File: src/rtl/cpe_fetch_unit.sv
// Instruction prefetch unit: issues word fetches, queues in-order responses in a FIFO
// with their PCs, and handles redirects by flushing and draining. Define CPE_FETCH_MISALIGN_EN for the FAULT state.
module cpe_fetch_unit #(
    parameter int          ADDR_W   = 32,
    parameter int          DEPTH    = 4,
    parameter logic [31:0] RESET_PC = 32'h0000_0000
) (
    input  logic              clk_w_i,
    input  logic              res_w_i_l,
    output logic              imem_req_w_o_h,
    output logic [ADDR_W-1:0] imem_addr_w_o,
    input  logic              imem_gnt_w_i_h,
    input  logic              imem_rvalid_w_i_h,
    input  logic [31:0]       imem_rdata_w_i,
    input  logic              redirect_w_i_h,
    input  logic [ADDR_W-1:0] redirect_pc_w_i,
    output logic              instr_valid_w_o_h,
    output logic [31:0]       instr_w_o,
    output logic [ADDR_W-1:0] instr_pc_w_o,
    input  logic              instr_ready_w_i_h,
    output logic              fault_w_o_h
);
    localparam int          PW      = $clog2(DEPTH);
    localparam int          CW      = $clog2(DEPTH + 1);
    localparam logic [CW:0] DEPTH_C = (CW+1)'(DEPTH);

`ifdef CPE_FETCH_MISALIGN_EN
    typedef enum logic [1:0] {S_FETCH, S_DRAIN, S_FAULT} state_t;
`else
    typedef enum logic [1:0] {S_FETCH, S_DRAIN} state_t;
`endif

    state_t            state, settle_st;
    logic [ADDR_W-1:0] fetch_pc, redir_pc;
    logic [CW-1:0]     out_cnt, fifo_cnt, disc_cnt, disc_load;
    logic [PW-1:0]     pcq_wp, pcq_rp, fifo_wp, fifo_rp;
    logic [ADDR_W-1:0] pcq     [DEPTH];
    logic [ADDR_W-1:0] fifo_pc [DEPTH];
    logic [31:0]       fifo_instr [DEPTH];
    logic              grant, rsp, push, pop;

    assign redir_pc = {redirect_pc_w_i[ADDR_W-1:2], 2'b00};

`ifdef CPE_FETCH_MISALIGN_EN
    logic fault_pend, redir_mis, fault_nxt;
    assign redir_mis   = |redirect_pc_w_i[1:0];
    assign fault_nxt   = redirect_w_i_h ? redir_mis : fault_pend;
    // where the unit lands once nothing is left to discard
    assign settle_st   = fault_nxt ? S_FAULT : S_FETCH;
    assign fault_w_o_h = (state == S_FAULT);
`else
    logic unused_lo;
    assign unused_lo   = ^redirect_pc_w_i[1:0];
    assign settle_st   = S_FETCH;
    assign fault_w_o_h = 1'b0;
`endif

    // held low while reset is asserted so the bus sees no request during reset
    assign imem_req_w_o_h = res_w_i_l && (state == S_FETCH) &&
                            (({1'b0, fifo_cnt} + {1'b0, out_cnt}) < DEPTH_C);
    assign imem_addr_w_o  = fetch_pc;
    assign grant          = imem_req_w_o_h && imem_gnt_w_i_h;
    assign rsp            = imem_rvalid_w_i_h && (state == S_FETCH);
    assign push           = rsp && !redirect_w_i_h;
    assign pop            = instr_valid_w_o_h && instr_ready_w_i_h;
    assign disc_load      = out_cnt + CW'(grant) - CW'(rsp);

    assign instr_valid_w_o_h = (fifo_cnt != '0);
    assign instr_w_o         = fifo_instr[fifo_rp];
    assign instr_pc_w_o      = fifo_pc[fifo_rp];

    always_ff @(posedge clk_w_i or negedge res_w_i_l) begin
        if (!res_w_i_l) begin
            state    <= S_FETCH;
            fetch_pc <= RESET_PC[ADDR_W-1:0];
            out_cnt  <= '0;
            fifo_cnt <= '0;
            disc_cnt <= '0;
            pcq_wp   <= '0;
            pcq_rp   <= '0;
            fifo_wp  <= '0;
            fifo_rp  <= '0;
`ifdef CPE_FETCH_MISALIGN_EN
            fault_pend <= 1'b0;
`endif
            for (int i = 0; i < DEPTH; i++) begin
                pcq[i]        <= '0;
                fifo_pc[i]    <= '0;
                fifo_instr[i] <= '0;
            end
        end else begin
            if (grant) begin
                pcq[pcq_wp] <= fetch_pc;
                pcq_wp      <= pcq_wp + PW'(1);
                fetch_pc    <= fetch_pc + ADDR_W'(4);
            end
            if (rsp) pcq_rp <= pcq_rp + PW'(1);
            out_cnt <= out_cnt + CW'(grant) - CW'(rsp);

            if (push) begin
                fifo_instr[fifo_wp] <= imem_rdata_w_i;
                fifo_pc[fifo_wp]    <= pcq[pcq_rp];
                fifo_wp             <= fifo_wp + PW'(1);
            end
            if (pop) fifo_rp <= fifo_rp + PW'(1);
            fifo_cnt <= fifo_cnt + CW'(push) - CW'(pop);

            if (state == S_DRAIN) begin
                if (imem_rvalid_w_i_h && disc_cnt != '0) disc_cnt <= disc_cnt - CW'(1);
                if (disc_cnt == '0 || (imem_rvalid_w_i_h && disc_cnt == CW'(1)))
                    state <= settle_st;
            end

            // redirect overrides the queue updates above; a same-cycle pop was already seen by the consumer
            if (redirect_w_i_h) begin
                fetch_pc <= redir_pc;
`ifdef CPE_FETCH_MISALIGN_EN
                fault_pend <= redir_mis;
`endif
                if (state != S_DRAIN) begin
                    out_cnt  <= '0;
                    fifo_cnt <= '0;
                    pcq_wp   <= '0;
                    pcq_rp   <= '0;
                    fifo_wp  <= '0;
                    fifo_rp  <= '0;
                    disc_cnt <= disc_load;
                    state    <= (disc_load != '0) ? S_DRAIN : settle_st;
                end
            end
        end
    end
endmodule
File: config.mk
export PLATFORM = sky130hd
export DESIGN_NAME = cpe_fetch_unit
export DESIGN_NICKNAME = d
export VERILOG_FILES = /design/src/rtl/cpe_fetch_unit.sv
export SDC_FILE = /design/constraint.sdc
export NUM_CORES = 1
export LEC_CHECK = 0
export CORE_MARGIN = 2
export CORE_UTILIZATION = 50
export DETAILED_ROUTE_END_ITERATION = 8
export DONT_BUFFER_PORTS = 1
export GPL_ROUTABILITY_DRIVEN = 0
export HOLD_SLACK_MARGIN = 0.15
export SYNTH_ARGS = -nofsm -noshare
export SYNTH_HDL_FRONTEND = slang
export SYNTH_SLANG_ARGS = --single-unit
export TNS_END_PERCENT = 50
File: constraint.sdc
create_clock -name clk_w_i -period 3.3 [get_ports clk_w_i]
set_input_delay 0.33 -clock clk_w_i [delete_from_list [all_inputs] [get_ports clk_w_i]]
set_output_delay 0.33 -clock clk_w_i [all_outputs]
set_load 0.01 [all_outputs]
# Word-level counts from Yosys, hierarchy flattened
# Cells that the tools add are included.
# totals
reg_bits	435
inputBits	70
output_inout_bits	99
word_cells	107
# classes
addsub	11
magnitude_cmp	7
n_eq_ne	3
n_mux	43
n_bitwise	4
reduce_logical	18
# op_table
cell	count
$bwmux W128	3
$mux W32	10
$bmux W32 S2	3
$demux W32 S2	2
$add A32 B3 Y32 const B	1
$mux W2	16
$mux W3	8
$ge A3 B3 Y1 const B	4
$not A2 Y3	4
$logic_and A1 B1 Y1	10
$reduce_bool A3 Y1	3
$add A2 B1 Y2 const B	4
$add A3 B1 Y3	2
$lt A3 B1 Y1 const B	2
$sub A3 B1 Y3	2
$add A3 B3 Y4	1
$lt A4 B3 Y1 const B	1
$eq A3 B1 Y1 const B	1
$logic_not A3 Y1	1
$sub A3 B1 Y3 const B	1
$eq A2 B1 Y1 const B	1
$logic_not A2 Y1	1
$ne A2 B1 Y1 const B	1
$reduce_bool A2 Y1	1
other kinds (3)	3

# Longest topological paths before layout
# Gate-level depths: netlist of run 1.
# logic_depth
ltp_word	10
depth_mapped	10
depth_no_buf	10

# Worst setup path before layout of run 1
# OpenSTA, ideal clock, no wires.
# synth_path
path_kind	flip-flop to flip-flop
start	register fifo_cnt[2]
end	register state[0]
arrival_ns	2.688
t_required_ns	3.169
setup_slack_ns	0.482
path_stages_with_launch	10
n_path_buf	0
synth_period_minus_slack_ns	2.818
cell_sequence	dfrtp_1 -> ha_1 -> nor4b_2 -> nand4_1 -> ha_1 -> inv_1 -> ha_1 -> fa_1 -> nor3_1 -> a21oi_1
# synth_via
elab_chain_cells	10
# synth_lines
item	line	source
start, declared	35	logic [CW-1:0] out_cnt, fifo_cnt, disc_cnt, disc_load;
start signal, assigned	106	fifo_cnt <= fifo_cnt + CW'(push) - CW'(pop);
$add A3 B3 Y4	60	(({1'b0, fifo_cnt} + {1'b0, out_cnt}) < DEPTH_C);
$lt A4 B3 Y1	60	
$logic_and A1 B1 Y1	59	assign imem_req_w_o_h = res_w_i_l && (state == S_FETCH) &&
$logic_and A1 B1 Y1	62	assign grant = imem_req_w_o_h && imem_gnt_w_i_h;
$add A3 B1 Y3	66	assign disc_load = out_cnt + CW'(grant) - CW'(rsp);
$sub A3 B1 Y3	66	
$reduce_bool A3 Y1	128	state <= (disc_load != '0) ? S_DRAIN : settle_st;
$mux W1	128	
$mux W2	120	if (state != S_DRAIN) begin
$mux W2	115	if (redirect_w_i_h) begin
end signal, assigned	111	state <= settle_st;
end signal, assigned	128	
end, declared	33	state_t state, settle_st;
# No other way between the ends.
# A chain may end at the register's enable or synchronous reset.

# Worst setup path in the final report of run 1
# layout_path
start	register fifo_cnt[2]
end	register fetch_pc[7] (netlist: imem_addr_w_o[7])
# layout_via
elab_chain_cells	5
# layout_lines
item	line	source
$add A3 B3 Y4	60	
$lt A4 B3 Y1	60	
$logic_and A1 B1 Y1	59	
$logic_and A1 B1 Y1	62	
$reduce_bool A2 Y1 (no source line)	--	
end signal, assigned	75	fetch_pc <= RESET_PC[ADDR_W-1:0];
end signal, assigned	95	fetch_pc <= fetch_pc + ADDR_W'(4);
end signal, assigned	116	fetch_pc <= redir_pc;
end, declared	34	logic [ADDR_W-1:0] fetch_pc, redir_pc;
# No other way between the ends.

==> results of run 1 <==
critical path: cells and delay by family (launching register included):
family	cells	cell delay, ns
AND/OR/NAND/NOR	3	1.57
AO/OA/AOI/OAI	1	0.13
buffers and inverters	1	0.53
adder cells (fa/ha/maj)	1	0.32
flip-flops	1	0.43
registers in the layout, summed over array words and instances, names as in the netlist:
register       cells
fifo_instr       128
fifo_pc          120
pcq              120
imem_addr_w_o     30
disc_cnt           3
fifo_cnt           3
out_cnt            3
fifo_rp            2
fifo_wp            2
pcq_rp             2
pcq_wp             2
state              2
layout by cell type, fill, tap and decap left out, drive strengths merged, types with 2 or more instances in the layout:
cell type,Yosys,layout
nor4,3,3
o21ai,14,14
and3,3,3
conb,1,5
buf,18,20
dlygate4sd3,0,80
a22o,3,3
or4,21,21
xnor2,8,8
nand4,14,14
inv,21,22
clkinv,1,6
fa,2,2
o211ai,5,5
nor4bb,2,2
xor2,5,5
dfrtp,417,417
nand2,29,29
and2,5,5
a21oi,8,8
clkbuf,74,67
or3,5,5
and4,7,7
nor3,4,4
a221oi,3,3
ha,18,18
nor4b,2,2
mux4,92,92
o31ai,13,13
a31oi,16,16
nor2,30,30
nor2b,5,5
nand3,29,29
or3b,2,2
mux2,368,368
power by group:
| part | internal, mW | switching [mW] |
|---|---|---|
| sequential | 6.52 | 1.04 |
| clock | 2.91 | 2.01 |
| combinational | 2.61 | 1.91 |
| total | 12.0 | 4.95 |
per-layer routing:
metal  part of all wire  wire length [um]  vias to the layer above  GRT usage
li1                   -                 -                     4819          -
met1               0.46             18600                     5697      0.302
met2               0.46             18600                      269      0.336
met3              0.058              2340                       61     0.0496
met4              0.019               778                        0     0.0563
met5                  0                 0                        -          0
metrics by stage:
stage	cells	hold WS, ns
2_1_floorplan	1264	0.0344
6_report	1859	-0.536
3_5_place_dp	1702	0.0444
5_1_grt	1859	-0.570
4_1_cts	1858	-0.564
3_3_place_gp	1702	0.0429
area by class of cell:
cell class	instances	area (um2)	area share
Clock inverter	8	71.3	0.00330
Sequential cell	417	10400	0.483
Timing Repair Buffer	100	1010	0.0468
Tap cell	511	639	0.0295
Antenna cell	1	2.50	0.000116
Clock buffer	67	1360	0.0629
Multi-Input combinational cell	733	8030	0.371
Inverter	22	82.6	0.00382
cell families after synthesis:
kind of cell               after synthesis  synth area share
DFF                                    417             0.553
xor gates and xnor gates                13           0.00604
other                                    1          0.000199
AOI/OAI and AO/OA                       68            0.0237
adders and majority gates               20            0.0141
and+or+nand+nor                        166            0.0491
buffers and inverters                  114            0.0238
muxes                                  461             0.330
how the worst max path moves through the flow:
stage	slack, ns	endpoint	start
2_1_floorplan	0.48	state[0]	fifo_cnt[2]
4_1_cts	0.27	imem_addr_w_o[7]	fifo_cnt[2]
3_5_place_dp	0.45	disc_cnt[1]	fifo_cnt[2]
6_report	0.27	imem_addr_w_o[7]	fifo_cnt[2]
5_1_grt	0.14	imem_addr_w_o[7]	fifo_cnt[2]
3_3_place_gp	0.47	state[0]	fifo_cnt[2]
==> flow_metrics.py, run 1 <==
metrics = {
    "outcome": {
        "status": "complete, but fails checks",
        "violations": "negative hold slack",
    },
    "synth": {
        "synthTopCellsByArea": "dfrtp_1 55%, mux2_2 22%, mux4_2 11%",
        "synth_top_cells_by_count": "417 x dfrtp_1, 368 x mux2_2, 92 x mux4_2",
        "yosysMostFrequentCell": "dfrtp_1",
        "synth.cell_area_um2": 18900,
        "syn_inst": 1260,
        "postSynth.asyncResetShare": 1.00,
        "syn_avg_cell_area_um2": 15.0,
        "synthFlopType": "dfrtp_1",
        "yosys_warnings": 0,
        "yosysUniqueCellTypes": 49,
        "yosysTopAreaCell": "dfrtp_1",
        "synth_edf_count": 0,
        "ys_ff_latch": 417,
        "synth_top_area_frac": 0.553,
        "synth_seq_area_share": 0.553,
    },
    "clock_tree": {
        "numCtsBuffers": 45,
        "cts.sinks": 417,
        "cts_resized": 0,
        "clk_pin_slew_ns": 0.06,
        "ctsLongestPathBuffers": 3,
        "cts_tree": "done",
        "postCtsSetupBuffers": 0,
        "ctsHtreeMaxLevel": 2,
        "worstSkewPairLatency_ns": 0.57,
        "cts_hold_repair.buffers": 81,
        "cts-root-buf": "clkbuf_16",
    },
    "routing": {
        "drc": 0,
        "vias_per_cell": 5.83,
        "drtPass1Iterations": 5,
        "wire_per_inst_um": 21.7,
        "drtIter0Drc": 569,
        "vias": 10800,
        "ant_nets": 0,
        "wl_um": 40400,
    },
    "power": {
        "p_total_mw": 17.0,
        "vdd_drop_max_mv": 0.388,
        "p_per_area_nw_per_um2": 785,
        "power_leakage_nw": 10.1,
    },
    "min_path": {
        "hold_path_class": "input pin to async pin",
    },
    "cells_and_area": {
        "fillCellCount": 2967,
        "layout.nets": 1409,
        "fin_area_um2": 21600,
        "final_util": 0.579,
        "area_delta_synth_final_pct": 14.7,
        "drive_above_1_share": 0.413,
    },
    "floorplan": {
        "die_area_um2": 39300,
        "dieHeight_um": 198,
        "core_region_area_um2": 37400,
        "die_x_um": 198,
        "start_util": 0.504,
        "rows": 71,
        "io-pin-count": 169,
    },
    "sta": {
        "hold_ws_ns": -0.536,
        "fin_setup_tns_ns": 0,
        "drv_slew": 0,
        "rsz0062_at_grt": "no",
        "setup_violations": 0,
        "max_freq_mhz": 330,
        "worst_slew_pin_slew_ns": 1.34,
        "slew_headroom": 0.105,
        "period_share": 0.920,
        "fin_skew_ns": 0.0130,
        "period_minus_slack_ns": 3.03,
        "hold_viol_final": 417,
        "layout_setup_ws_ns": 0.265,
    },
    "grt": {
        "grt_usage": 0.214,
        "grt_start_max_net_pins": 420,
        "antenna_found_initial": 2,
        "grt_overflow_total": 0,
        "grt_pass1_vias": 11300,
        "grt_pass1_wl_um": 64700,
    },
    "worst_setup_path": {
        "cp_common_cell": "or4_1",
        "cp_max_fo": 8,
        "crit_slowest_cell": "or4_1",
        "regToRegSetupSlack_ns": 0.27,
        "critPathArrivalTime_ns": 3.53,
        "crit_chain": "ha_1 -> or4_1 -> or4_1 -> nor4b_1 -> a211o_1 -> dlygate4sd3_1",
        "critPathLaunchType": "flop",
        "max_stage_delay_ns": 0.75,
        "cp-end-kind": "flop",
        "required_ns": 3.80,
        "reg2reg_depth": 6,
        "reg2reg_from": "fifo_cnt[2]",
        "r2r-end": "imem_addr_w_o[7]",
        "worstSetupPathType": "flop to flop",
    },
    "flow_run": {
        "maxCapViolations": 0,
    },
    "place": {
        "post_dp_cell_area_um2": 19400,
        "place_ws_ns": 0.448,
        "numPortBuffers": 0,
        "hpwl_um": 23300,
    },
}
(Power assumes the default switching activity.)
==> inputs of run 2 (changes only) <==
--- a/config.mk
+++ b/config.mk
@@ -11,6 +11,8 @@
 export DONT_BUFFER_PORTS = 1
 export GPL_ROUTABILITY_DRIVEN = 0
 export HOLD_SLACK_MARGIN = 0.15
+export RECOVER_POWER = 50
+export SETUP_SLACK_MARGIN = 0.02
 export SYNTH_ARGS = -nofsm -noshare
 export SYNTH_HDL_FRONTEND = slang
 export SYNTH_SLANG_ARGS = --single-unit
==> constraint.sdc (replaced) <==
create_clock -name clk_w_i -period 3.5 [get_ports clk_w_i]
set_input_delay 0.35 -clock clk_w_i [delete_from_list [all_inputs] [get_ports clk_w_i]]
set_output_delay 0.35 -clock clk_w_i [all_outputs]
set_load 0.01 [all_outputs]
==> flow_metrics.py, run 2 (synthesis results as in run 1) <==
metrics = {
    "outcome": {
        "status": "complete, but fails checks",
        "violations": "negative hold slack",
    },
    "worst_setup_path": {
        "crit_slowest_cell": "or3b_2",
        "crit_chain": "or3b_2 -> nor2_1 -> clkbuf_1 -> inv_1 -> ha_1 -> inv_1 -> ha_1 -> fa_1 -> xnor2_1 -> xnor2_1 -> nor2_1",
        "critPathArrivalTime_ns": 3.54,
        "cp_max_fo": 7,
        "critPathLaunchType": "flop",
        "required_ns": 3.92,
        "cp-end-kind": "flop",
        "reg2reg_depth": 11,
        "max_stage_delay_ns": 0.54,
        "regToRegSetupSlack_ns": 0.38,
        "worstSetupPathType": "flop to flop",
    },
    "sta": {
        "period_minus_slack_ns": 3.12,
        "max_freq_mhz": 320,
        "slew_headroom": 0.274,
        "worst_slew_pin_slew_ns": 1.09,
        "fin_skew_ns": 0.0145,
        "hold_ws_ns": -0.516,
        "fin_setup_tns_ns": 0,
        "hold_viol_final": 417,
        "setup_violations": 0,
        "rsz0062_at_grt": "no",
        "drv_slew": 0,
        "period_share": 0.892,
    },
    "routing": {
        "vias": 10900,
        "drc": 0,
        "ant_nets": 0,
        "wire_per_inst_um": 21.8,
        "drtIter0Drc": 530,
        "vias_per_cell": 5.85,
        "drtPass1Iterations": 4,
        "wl_um": 40500,
    },
    "cells_and_area": {
        "reg_top3": "fifo_instr (128), fifo_pc (120), pcq (120)",
        "antenna_cells": 0,
        "largest_register_ff_count": 128,
        "drive_above_1_share": 0.408,
        "area_delta_synth_final_pct": 14.8,
        "final-instance-count-excl-fill": 1864,
        "top_register": "fifo_instr",
        "layout_commonest_cell": "dfrtp_1",
        "mostFrequentLayoutCells": "414 x dfrtp_1, 368 x mux2_2, 92 x mux4_2",
        "layout.nets": 1410,
    },
    "grt": {
        "grt_usage": 0.213,
        "grt_pass1_vias": 11400,
        "grt_overflow_total": 0,
        "grt_start_max_net_pins": 420,
        "grt_pass1_wl_um": 64700,
        "antenna_found_initial": 0,
    },
    "power": {
        "power_leakage_nw": 10.1,
        "p_per_area_nw_per_um2": 735,
        "vdd_drop_max_mv": 0.367,
    },
    "clock_tree": {
        "postCtsSetupBuffers": 0,
        "numCtsBuffers": 46,
        "cts_tree": "done",
        "cts_resized": 0,
        "ctsHtreeMaxLevel": 2,
        "clk_pin_slew_ns": 0.06,
        "cts-root-buf": "clkbuf_16",
        "worstSkewPairLatency_ns": 0.57,
        "cts.sinks": 417,
        "ctsLongestPathBuffers": 3,
        "cts_hold_repair.buffers": 82,
    },
    "floorplan": {
        "die_x_um": 198,
        "rows": 71,
        "io-pin-count": 169,
        "dieHeight_um": 198,
        "core_region_area_um2": 37400,
        "die_area_um2": 39300,
        "start_util": 0.504,
    },
    "place": {
        "hpwl_um": 24000,
        "numPortBuffers": 0,
        "post-place-cells": 1701,
    },
    "flow_run": {
        "maxCapViolations": 0,
    },
    "min_path": {
        "hold_path_class": "input pin to async pin",
    },
}
==> run 2: layout make-up <==
type,count,area (um2)
repair buffers,100,1050
clock inverters,7,38.8
well taps,511,639
flip-flops and latches,417,10400
inverters,22,82.6
clock buffers,74,1390
multi-input cells,733,8020
fillers,2952,15700
==> run 2: where the power goes <==
part	switching [mW]	internal [mW]	total, mW
Sequential	0.838	6.15	6.99
Clock	1.87	2.70	4.56
Combinational	1.94	2.44	4.38
==> run 2: worst max-delay path: cells and delay by family, from the launching register on <==
kind	cells	cell delay (ns)
flops	1	0.44
fa+ha+maj	3	0.87
xor+xnor	2	0.32
simple gates	3	0.69
buf+inv	3	0.65
==> run 2: stage by stage <==
step / hold WS (ns) / total power [mW] / cell area [um2] / utilization / worst slack (ns)
2_1_floorplan: 0.0544 / 10.3 / 18900 / - / 0.682
3_3_place_gp: 0.0627 / 11.3 / 19400 / 0.519 / 0.723
3_5_place_dp: 0.0628 / 11.4 / 19400 / 0.519 / 0.655
4_1_cts: -0.548 / 16.2 / 21700 / 0.579 / 0.457
5_1_grt: -0.548 / 16.9 / 21700 / 0.579 / 0.156
6_report: -0.516 / 15.9 / 21700 / 0.579 / 0.377
==> run 2: final timing paths <==
check,start,endpoint
min reg2reg,fifo_pc[61],fifo_pc[61]
max,state[0],fifo_cnt[2]
min,res_w_i_l,fifo_instr[101]
max in group asynchronous,res_w_i_l,fifo_instr[85]
min in group clk_w_i,imem_rvalid_w_i_h,pcq_rp[0]
max reg2reg,state[0],fifo_cnt[2]
==> run 2: per-layer routing <==
| layer | track usage | vias up | share of wire | wire length [um] |
|---|---|---|---|---|
| met5 | 0 | - | 0 | 0 |
| met1 | 0.300 | 5797 | 0.46 | 18800 |
| li1 | - | 4816 | - | - |
| met3 | 0.0426 | 52 | 0.053 | 2170 |
| met4 | 0.0602 | 0 | 0.017 | 697 |
| met2 | 0.338 | 245 | 0.47 | 18900 |
